$ cat config.mk
export PLATFORM = sky130hd
export DESIGN_NAME = dram_bank_sched_fsm
export DESIGN_NICKNAME = d
export VERILOG_FILES = /design/src/rtl/dram_bank_sched_fsm.sv
export SDC_FILE = /design/constraint.sdc
export NUM_CORES = 1
export LEC_CHECK = 0
export ABC_AREA = 1
export CORE_UTILIZATION = 42
export DETAILED_ROUTE_END_ITERATION = 7
export GPL_TIMING_DRIVEN = 0
export SYNTH_ARGS = -nofsm -noshare
export SYNTH_HDL_FRONTEND = slang
export SYNTH_SLANG_ARGS = --single-unit
$ cat constraint.sdc
create_clock -name clk -period 3.4 [get_ports clk]
set_input_delay 0.85 -clock clk [delete_from_list [all_inputs] [get_ports clk]]
set_output_delay 0.85 -clock clk [all_outputs]
set_load 0.02 [all_outputs]
$ cat src/rtl/dram_bank_sched_fsm.sv
// DRAM command sequencer: one request at a time, open-page row tracking, ACT/RD/WR/PRE/PREA/REF honouring tRCD/tRP/tRFC/CAS.
// Commands appear the cycle after acceptance or wait expiry; req_ready stays low from acceptance through the RD/WR cycle and while a refresh is pending.
module dram_bank_sched_fsm #(
  parameter int NUMBER_OF_BANKS = 8,
  parameter int NUMBER_OF_ROWS  = 128,
  parameter int NUMBER_OF_COLS  = 8,
  parameter int T_RCD           = 2,
  parameter int T_RP            = 2,
  parameter int T_RFC           = 8,
  parameter int T_CAS           = 2,
  localparam int BW = $clog2(NUMBER_OF_BANKS),
  localparam int RW = $clog2(NUMBER_OF_ROWS),
  localparam int CW = $clog2(NUMBER_OF_COLS)
) (
  input  logic          clk,
  input  logic          rst_b,
  input  logic          req_valid,
  output logic          req_ready,
  input  logic          req_we,
  input  logic [BW-1:0] req_bank,
  input  logic [RW-1:0] req_row,
  input  logic [CW-1:0] req_col,
  input  logic          refresh_flag,
  output logic          refresh_ack,
  output logic [2:0]    cmd,
  output logic [BW-1:0] cmd_bank,
  output logic [RW-1:0] cmd_row,
  output logic [CW-1:0] cmd_col,
  output logic          rd_valid,
  output logic          busy
);

  localparam int TMAX = (T_RCD > T_RP) ? ((T_RCD > T_RFC) ? T_RCD : T_RFC)
                                       : ((T_RP > T_RFC) ? T_RP : T_RFC);
  localparam int CNTW = $clog2(TMAX + 1);
  localparam logic [CNTW-1:0] RCD_LD = CNTW'(T_RCD - 1);
  localparam logic [CNTW-1:0] RP_LD  = CNTW'(T_RP - 1);
  localparam logic [CNTW-1:0] RFC_LD = CNTW'(T_RFC - 1);

  localparam logic [2:0] CMD_NOP  = 3'd0;
  localparam logic [2:0] CMD_ACT  = 3'd1;
  localparam logic [2:0] CMD_RD   = 3'd2;
  localparam logic [2:0] CMD_WR   = 3'd3;
  localparam logic [2:0] CMD_PRE  = 3'd4;
  localparam logic [2:0] CMD_PREA = 3'd5;
  localparam logic [2:0] CMD_REF  = 3'd6;

  typedef enum logic [2:0] {
    S_IDLE, S_PRE, S_WAIT_RP, S_ACT, S_WAIT_RCD, S_RW, S_PREA, S_WAIT_RFC
  } state_t;

  state_t state_q, state_d;
  logic [CNTW-1:0] cnt_q, cnt_d;
  logic            rp_ref_q, rp_ref_d;
  logic            pend_q, pend_d;
  logic            lat_we_q;
  logic [BW-1:0]   lat_bank_q;
  logic [RW-1:0]   lat_row_q;
  logic [CW-1:0]   lat_col_q;
  logic            nxt_we;
  logic [BW-1:0]   nxt_bank;
  logic [RW-1:0]   nxt_row;
  logic [CW-1:0]   nxt_col;
  logic [NUMBER_OF_BANKS-1:0] open_vld_q;
  logic [RW-1:0]   open_row_q [NUMBER_OF_BANKS];
  logic            accept, bank_open, bank_hit;
  logic [2:0]      cmd_d;
  logic [BW-1:0]   bank_d;
  logic [RW-1:0]   row_d;
  logic [CW-1:0]   col_d;
  logic            ready_d, busy_d, rd_now;
  logic [T_CAS-1:0] cas_pipe_q;

  assign bank_open = open_vld_q[req_bank];
  assign bank_hit  = bank_open && (open_row_q[req_bank] == req_row);

  always_comb begin
    state_d  = state_q;
    cnt_d    = cnt_q;
    rp_ref_d = rp_ref_q;
    accept   = 1'b0;
    case (state_q)
      S_IDLE: begin
        if (pend_q) begin
          if (|open_vld_q) begin
            state_d  = S_PREA;
            cnt_d    = RP_LD;
            rp_ref_d = 1'b1;
          end else begin
            state_d = S_WAIT_RFC;
            cnt_d   = RFC_LD;
          end
        end else if (req_valid && req_ready) begin
          accept = 1'b1;
          if (bank_hit) begin
            state_d = S_RW;
          end else if (bank_open) begin
            state_d  = S_PRE;
            cnt_d    = RP_LD;
            rp_ref_d = 1'b0;
          end else begin
            state_d = S_ACT;
            cnt_d   = RCD_LD;
          end
        end
      end
      // tRP countdown starts in the PRE/PREA cycle itself
      S_PRE, S_PREA, S_WAIT_RP: begin
        if (cnt_q == '0) begin
          if (rp_ref_q) begin
            state_d = S_WAIT_RFC;
            cnt_d   = RFC_LD;
          end else begin
            state_d = S_ACT;
            cnt_d   = RCD_LD;
          end
        end else begin
          state_d = S_WAIT_RP;
          cnt_d   = cnt_q - 1'b1;
        end
      end
      S_ACT, S_WAIT_RCD: begin
        if (cnt_q == '0) begin
          state_d = S_RW;
        end else begin
          state_d = S_WAIT_RCD;
          cnt_d   = cnt_q - 1'b1;
        end
      end
      S_RW: state_d = S_IDLE;
      S_WAIT_RFC: begin
        if (cnt_q == '0) state_d = S_IDLE;
        else             cnt_d   = cnt_q - 1'b1;
      end
      default: state_d = S_IDLE;
    endcase
  end

  // Command for the cycle the FSM is entering, so it registers alongside state_q.
  always_comb begin
    nxt_we   = accept ? req_we   : lat_we_q;
    nxt_bank = accept ? req_bank : lat_bank_q;
    nxt_row  = accept ? req_row  : lat_row_q;
    nxt_col  = accept ? req_col  : lat_col_q;
    cmd_d    = CMD_NOP;
    bank_d   = '0;
    row_d    = '0;
    col_d    = '0;
    case (state_d)
      S_PRE: begin
        cmd_d  = CMD_PRE;
        bank_d = nxt_bank;
      end
      S_ACT: begin
        cmd_d  = CMD_ACT;
        bank_d = nxt_bank;
        row_d  = nxt_row;
      end
      S_RW: begin
        cmd_d  = nxt_we ? CMD_WR : CMD_RD;
        bank_d = nxt_bank;
        col_d  = nxt_col;
      end
      S_PREA: cmd_d = CMD_PREA;
      S_WAIT_RFC: begin
        if (state_q != S_WAIT_RFC) cmd_d = CMD_REF;
      end
      default: cmd_d = CMD_NOP;
    endcase
    pend_d  = refresh_flag | (pend_q & (cmd_d != CMD_REF));
    ready_d = (state_d == S_IDLE) & ~pend_d;
    busy_d  = (state_d != S_IDLE) | pend_d;
    rd_now  = (cmd == CMD_RD);
  end

  always_ff @(posedge clk or negedge rst_b) begin
    if (!rst_b) begin
      state_q     <= S_IDLE;
      cnt_q       <= '0;
      rp_ref_q    <= 1'b0;
      pend_q      <= 1'b0;
      lat_we_q    <= 1'b0;
      lat_bank_q  <= '0;
      lat_row_q   <= '0;
      lat_col_q   <= '0;
      open_vld_q  <= '0;
      for (int i = 0; i < NUMBER_OF_BANKS; i++) open_row_q[i] <= '0;
      cmd         <= CMD_NOP;
      cmd_bank    <= '0;
      cmd_row     <= '0;
      cmd_col     <= '0;
      refresh_ack <= 1'b0;
      req_ready   <= 1'b0;
      busy        <= 1'b0;
    end else begin
      state_q     <= state_d;
      cnt_q       <= cnt_d;
      rp_ref_q    <= rp_ref_d;
      pend_q      <= pend_d;
      if (accept) begin
        lat_we_q   <= req_we;
        lat_bank_q <= req_bank;
        lat_row_q  <= req_row;
        lat_col_q  <= req_col;
      end
      case (cmd_d)
        CMD_PRE:  open_vld_q[bank_d] <= 1'b0;
        CMD_ACT: begin
          open_vld_q[bank_d] <= 1'b1;
          open_row_q[bank_d] <= row_d;
        end
        CMD_PREA: open_vld_q <= '0;
        default:  ;
      endcase
      cmd         <= cmd_d;
      cmd_bank    <= bank_d;
      cmd_row     <= row_d;
      cmd_col     <= col_d;
      refresh_ack <= (cmd_d == CMD_REF);
      req_ready   <= ready_d;
      busy        <= busy_d;
    end
  end

  generate
    if (T_CAS == 1) begin : g_cas_one
      always_ff @(posedge clk or negedge rst_b) begin
        if (!rst_b) cas_pipe_q <= '0;
        else        cas_pipe_q <= rd_now;
      end
    end else begin : g_cas_deep
      always_ff @(posedge clk or negedge rst_b) begin
        if (!rst_b) cas_pipe_q <= '0;
        else        cas_pipe_q <= {cas_pipe_q[T_CAS-2:0], rd_now};
      end
    end
  endgenerate

  assign rd_valid = cas_pipe_q[T_CAS-1];

endmodule

==> metrics.txt <==
run status finished clean; required time of the critical path 3.63 ns; ports placed on the boundary 38; nets@finish 764; Final Worst Setup Slack 0.209 ns; initial antenna violation count 0; fill cell total of the finished layout 1260; buffer cell driving the clock tree root sky130_fd_sc_hd__clkbuf_16; leakage power figure 3.14 nW; CTS tree built; clk buf depth 2; clock sink count 108; 1st-iter DRT viols 346; final cell utilization of the core 51.0%; initial standard-cell utilization of the core 43.3%; Max Fclk 313 MHz; insertion delay to the later sink of the worst-skew pair 0.36 ns; complex-gate fraction of the synthesized area 9.61%; vias per inst 4.89; total inserted antenna cells 0; post-synthesis area per instance 7.90 um^2; share of synthesized area spent on multiplexers 0.205%; Arrival @ worst endpoint 3.42 ns; TritonCTS buffer count 9; full die area 13500 um^2; Worst Max-Slew Pin Slew 0.733 ns; Die H 116 um; global route overflow 0; placed instance count 902; count of synthesis-stage warnings from yosys 0; minimum setup slack after placement -0.547 ns; number of endpoints with negative hold slack in the final report 0; GR Util All Layers 21.8%; distinct cell type count of the synthesized netlist 39; final setup violation count 0; total of hold buffers inserted after clock tree synthesis 0; count of buffers inserted at the top-level ports 35; type of the most critical hold path flip-flop to flip-flop; power density over the cells 753 nW/um^2; routed wirelength normalized by instance count 14.4 um; Slew headroom 51.1%; pin count of the biggest net entering global routing 58; post-synthesis cell area 5480 um^2; power consumption 4.87 mW; worst voltage drop across the vdd grid 0.340 mV; core area 12700 um^2; synthesized-area fraction occupied by and/or/nand/nor cells 29.3%; reg-to-reg slack, setup 0.70 ns; setup repair after global routing missed its margin no; H-tree level count 3; placed cell area 6070 um^2; portion of the post-synthesis area used by sequential elements 49.3%; crit path time final 3.19 ns; nature of the critical path startpoint input pin; worst-case clock skew 0.0116 ns; clock transition at the register clock pins on the worst setup and hold paths after CTS 0.07 ns; type of element capturing the critical path flip-flop; max-capacitance violation count 0; final worst-path cycle share 93.8%; Post-Syn Instances 694; post-synthesis share of cell area spent on full adders, half adders and majority gates 0.457%; first-pass iteration count of the detailed router 5; number of design rule violations left after detail routing 0; largest family of logic cells by synthesized area simple AND/OR/NAND/NOR gates; area growth from synthesis to final layout 18.0%; CP Max Fanout 10; syn_nets 714; Chip Width 116 um; overall routed net length 13300 um; xor/xnor share of the synthesized area 0.160%; final weighted congestion of routability-driven global placement 0.851; flops & latches, synth 108; post-detailed-placement half-perimeter wirelength 9730 um; area of all placed cells without fillers 6470 um^2; fraction of final layout cells sized beyond drive strength 1 11.2%; critical path class input pin to flip-flop; global-route wire length before repair 22200 um; Final Slew Violations 0; vias 4507; row cnt 41; via count of the first global-routing pass 4351; final std cells w/o fill 921; antenna-violating nets left 0
==> logic make-up after synthesis <==
kind of cell / count (synthesis)
buf+inv: 144
mux: 1
compound gates: 93
flops: 108
fa+ha+maj: 2
simple gates: 345
xor+xnor: 1
==> stage by stage <==
stage	hold slack (ns)	setup TNS (ns)
6_report	0.360	0
5_1_grt	0.363	0
4_1_cts	0.362	0
3_5_place_dp	0.340	-29.98
3_3_place_gp	0.341	-307.72
2_1_floorplan	0.331	0
==> power breakdown <==
part / switching [mW] / internal, mW / leakage [nW] / total (mW)
Combinational: 1.44 / 0.685 / 1.59 / 2.12
Clock: 0.480 / 0.666 / 0.159 / 1.15
Sequential: 0.100 / 1.50 / 1.39 / 1.60
==> worst paths after layout <==
path,startpoint,end,cells after the start
worst max-delay path,req_bank[0],open_row_q[41],23
worst min-delay path,cas_pipe_q[0],cas_pipe_q[1],0
worst max register to register,open_vld_q[4],open_row_q[55],13
worst min register to register,cas_pipe_q[0],cas_pipe_q[1],0
max in group asynchronous,rst_b,open_row_q[27],2
min in group asynchronous,rst_b,state_q[1],1
==> sequential cells by signal (all words and copies together), names as in the netlist, 2 cells and up <==
register	flops
cas_pipe_q	2
cmd	3
cmd_bank	3
cmd_col	3
cmd_row	7
cnt_q	4
lat_bank_q	3
lat_col_q	3
lat_row_q	7
open_row_q	56
open_vld_q	8
state_q	3
==> layout make-up <==
| cell class | count | area [um^2] | share of cell area [%] |
|---|---|---|---|
| Sequential cell | 108 | 2700 | 41.8 |
| Multi-Input combinational cell | 442 | 2200 | 34.0 |
| Inverter | 124 | 470 | 7.28 |
| Timing Repair Buffer | 41 | 412 | 6.37 |
| Clock buffer | 10 | 239 | 3.70 |
| Tap cell | 172 | 215 | 3.33 |
| Buffer | 18 | 144 | 2.23 |
| Clock inverter | 6 | 86.3 | 1.34 |
==> routing by layer <==
layer / global-route usage [%] / wire, um / vias to the layer above
li1: - / - / 2263
met1: 28.8 / 6190 / 2151
met2: 36.8 / 6470 / 82
met3: 3.94 / 458 / 11
met4: 6.07 / 163 / 0
met5: 0 / 0 / -
==> repair_timing <==
action | 4_1_cts | 5_1_grt
gates resized for setup | 11 | 2
pin swaps | 3 | 0
buffers inserted | 5 | 0
setup endpoints to repair | 58 | 8
==> synthesized netlist by cell type <==
master | number | area (um^2)
sky130_fd_sc_hd__nand2_1 | 225 | 845
sky130_fd_sc_hd__inv_1 | 111 | 417
sky130_fd_sc_hd__dfrtp_1 | 108 | 2700
sky130_fd_sc_hd__o21ai_1 | 56 | 280
sky130_fd_sc_hd__nand3_1 | 54 | 270
sky130_fd_sc_hd__o21ai_0 | 26 | 130
sky130_fd_sc_hd__nor2_1 | 25 | 93.8
sky130_fd_sc_hd__inv_2 | 11 | 41.3
sky130_fd_sc_hd__buf_2 | 9 | 45.0
sky130_fd_sc_hd__buf_4 | 6 | 45.0
sky130_fd_sc_hd__nand4_1 | 6 | 37.5
sky130_fd_sc_hd__nor2_4 | 6 | 67.6
sky130_fd_sc_hd__nand2_2 | 5 | 31.3
sky130_fd_sc_hd__nand3_4 | 5 | 87.6
sky130_fd_sc_hd__nand3_2 | 4 | 40.0
sky130_fd_sc_hd__buf_6 | 3 | 33.8
sky130_fd_sc_hd__nand3b_1 | 3 | 22.5
sky130_fd_sc_hd__a21oi_1 | 2 | 10.0
sky130_fd_sc_hd__clkbuf_1 | 2 | 7.51
sky130_fd_sc_hd__ha_1 | 2 | 25.0
sky130_fd_sc_hd__nand2_4 | 2 | 22.5
sky130_fd_sc_hd__nor3_1 | 2 | 10.0
sky130_fd_sc_hd__nor3b_1 | 2 | 15.0
sky130_fd_sc_hd__nor4_1 | 2 | 12.5
sky130_fd_sc_hd__o211ai_1 | 2 | 15.0
sky130_fd_sc_hd__o221ai_1 | 2 | 17.5
sky130_fd_sc_hd__a32oi_4 | 1 | 27.5
sky130_fd_sc_hd__clkinv_1 | 1 | 3.75
sky130_fd_sc_hd__inv_4 | 1 | 6.26
sky130_fd_sc_hd__mux2_2 | 1 | 11.3
sky130_fd_sc_hd__nand2_8 | 1 | 20.0
sky130_fd_sc_hd__nor2_2 | 1 | 6.26
sky130_fd_sc_hd__nor2_8 | 1 | 20.0
sky130_fd_sc_hd__o211ai_2 | 1 | 12.5
sky130_fd_sc_hd__o21ai_2 | 1 | 8.76
sky130_fd_sc_hd__o21bai_4 | 1 | 18.8
sky130_fd_sc_hd__o22ai_1 | 1 | 6.26
sky130_fd_sc_hd__or2_2 | 1 | 6.26
sky130_fd_sc_hd__xnor2_1 | 1 | 8.76
==> placed cells by master (no fill, tap or decap), types with 3 or more instances in the layout <==
master and instances:
sky130_fd_sc_hd__nand2_1 224, sky130_fd_sc_hd__inv_1 111, sky130_fd_sc_hd__dfrtp_1 108, sky130_fd_sc_hd__o21ai_1 56, sky130_fd_sc_hd__nand3_1 54, sky130_fd_sc_hd__clkdlybuf4s50_1 33
sky130_fd_sc_hd__o21ai_0 26, sky130_fd_sc_hd__nor2_1 25, sky130_fd_sc_hd__inv_2 11, sky130_fd_sc_hd__buf_4 11, sky130_fd_sc_hd__clkbuf_16 9, sky130_fd_sc_hd__buf_6 7
sky130_fd_sc_hd__nand3_4 7, sky130_fd_sc_hd__nor2_4 6, sky130_fd_sc_hd__nand2_2 6, sky130_fd_sc_hd__nand4_1 6, sky130_fd_sc_hd__buf_2 4, sky130_fd_sc_hd__nand3b_1 3
==> worst max-delay path: stages <==
cell	delay (ns)
sky130_fd_sc_hd__dlygate4sd2_1	0.28
sky130_fd_sc_hd__inv_4	0.15
sky130_fd_sc_hd__buf_6	0.17
sky130_fd_sc_hd__nand2_1	0.06
sky130_fd_sc_hd__nand3_1	0.09
sky130_fd_sc_hd__nand3_1	0.16
sky130_fd_sc_hd__nand2_1	0.10
sky130_fd_sc_hd__nand2_1	0.06
sky130_fd_sc_hd__nand2_1	0.06
sky130_fd_sc_hd__inv_1	0.03
sky130_fd_sc_hd__nand2_1	0.05
sky130_fd_sc_hd__nor2_1	0.04
sky130_fd_sc_hd__nand2_1	0.12
sky130_fd_sc_hd__nand2_1	0.09
sky130_fd_sc_hd__nand2_2	0.08
sky130_fd_sc_hd__nand2_4	0.10
sky130_fd_sc_hd__nand2_4	0.13
sky130_fd_sc_hd__nand3_2	0.10
sky130_fd_sc_hd__nor2_4	0.17
sky130_fd_sc_hd__nand3_2	0.14
sky130_fd_sc_hd__buf_2	0.24
sky130_fd_sc_hd__nand2_1	0.07
sky130_fd_sc_hd__o21ai_1	0.06
Note: power is estimated with default switching activity, not from simulation.
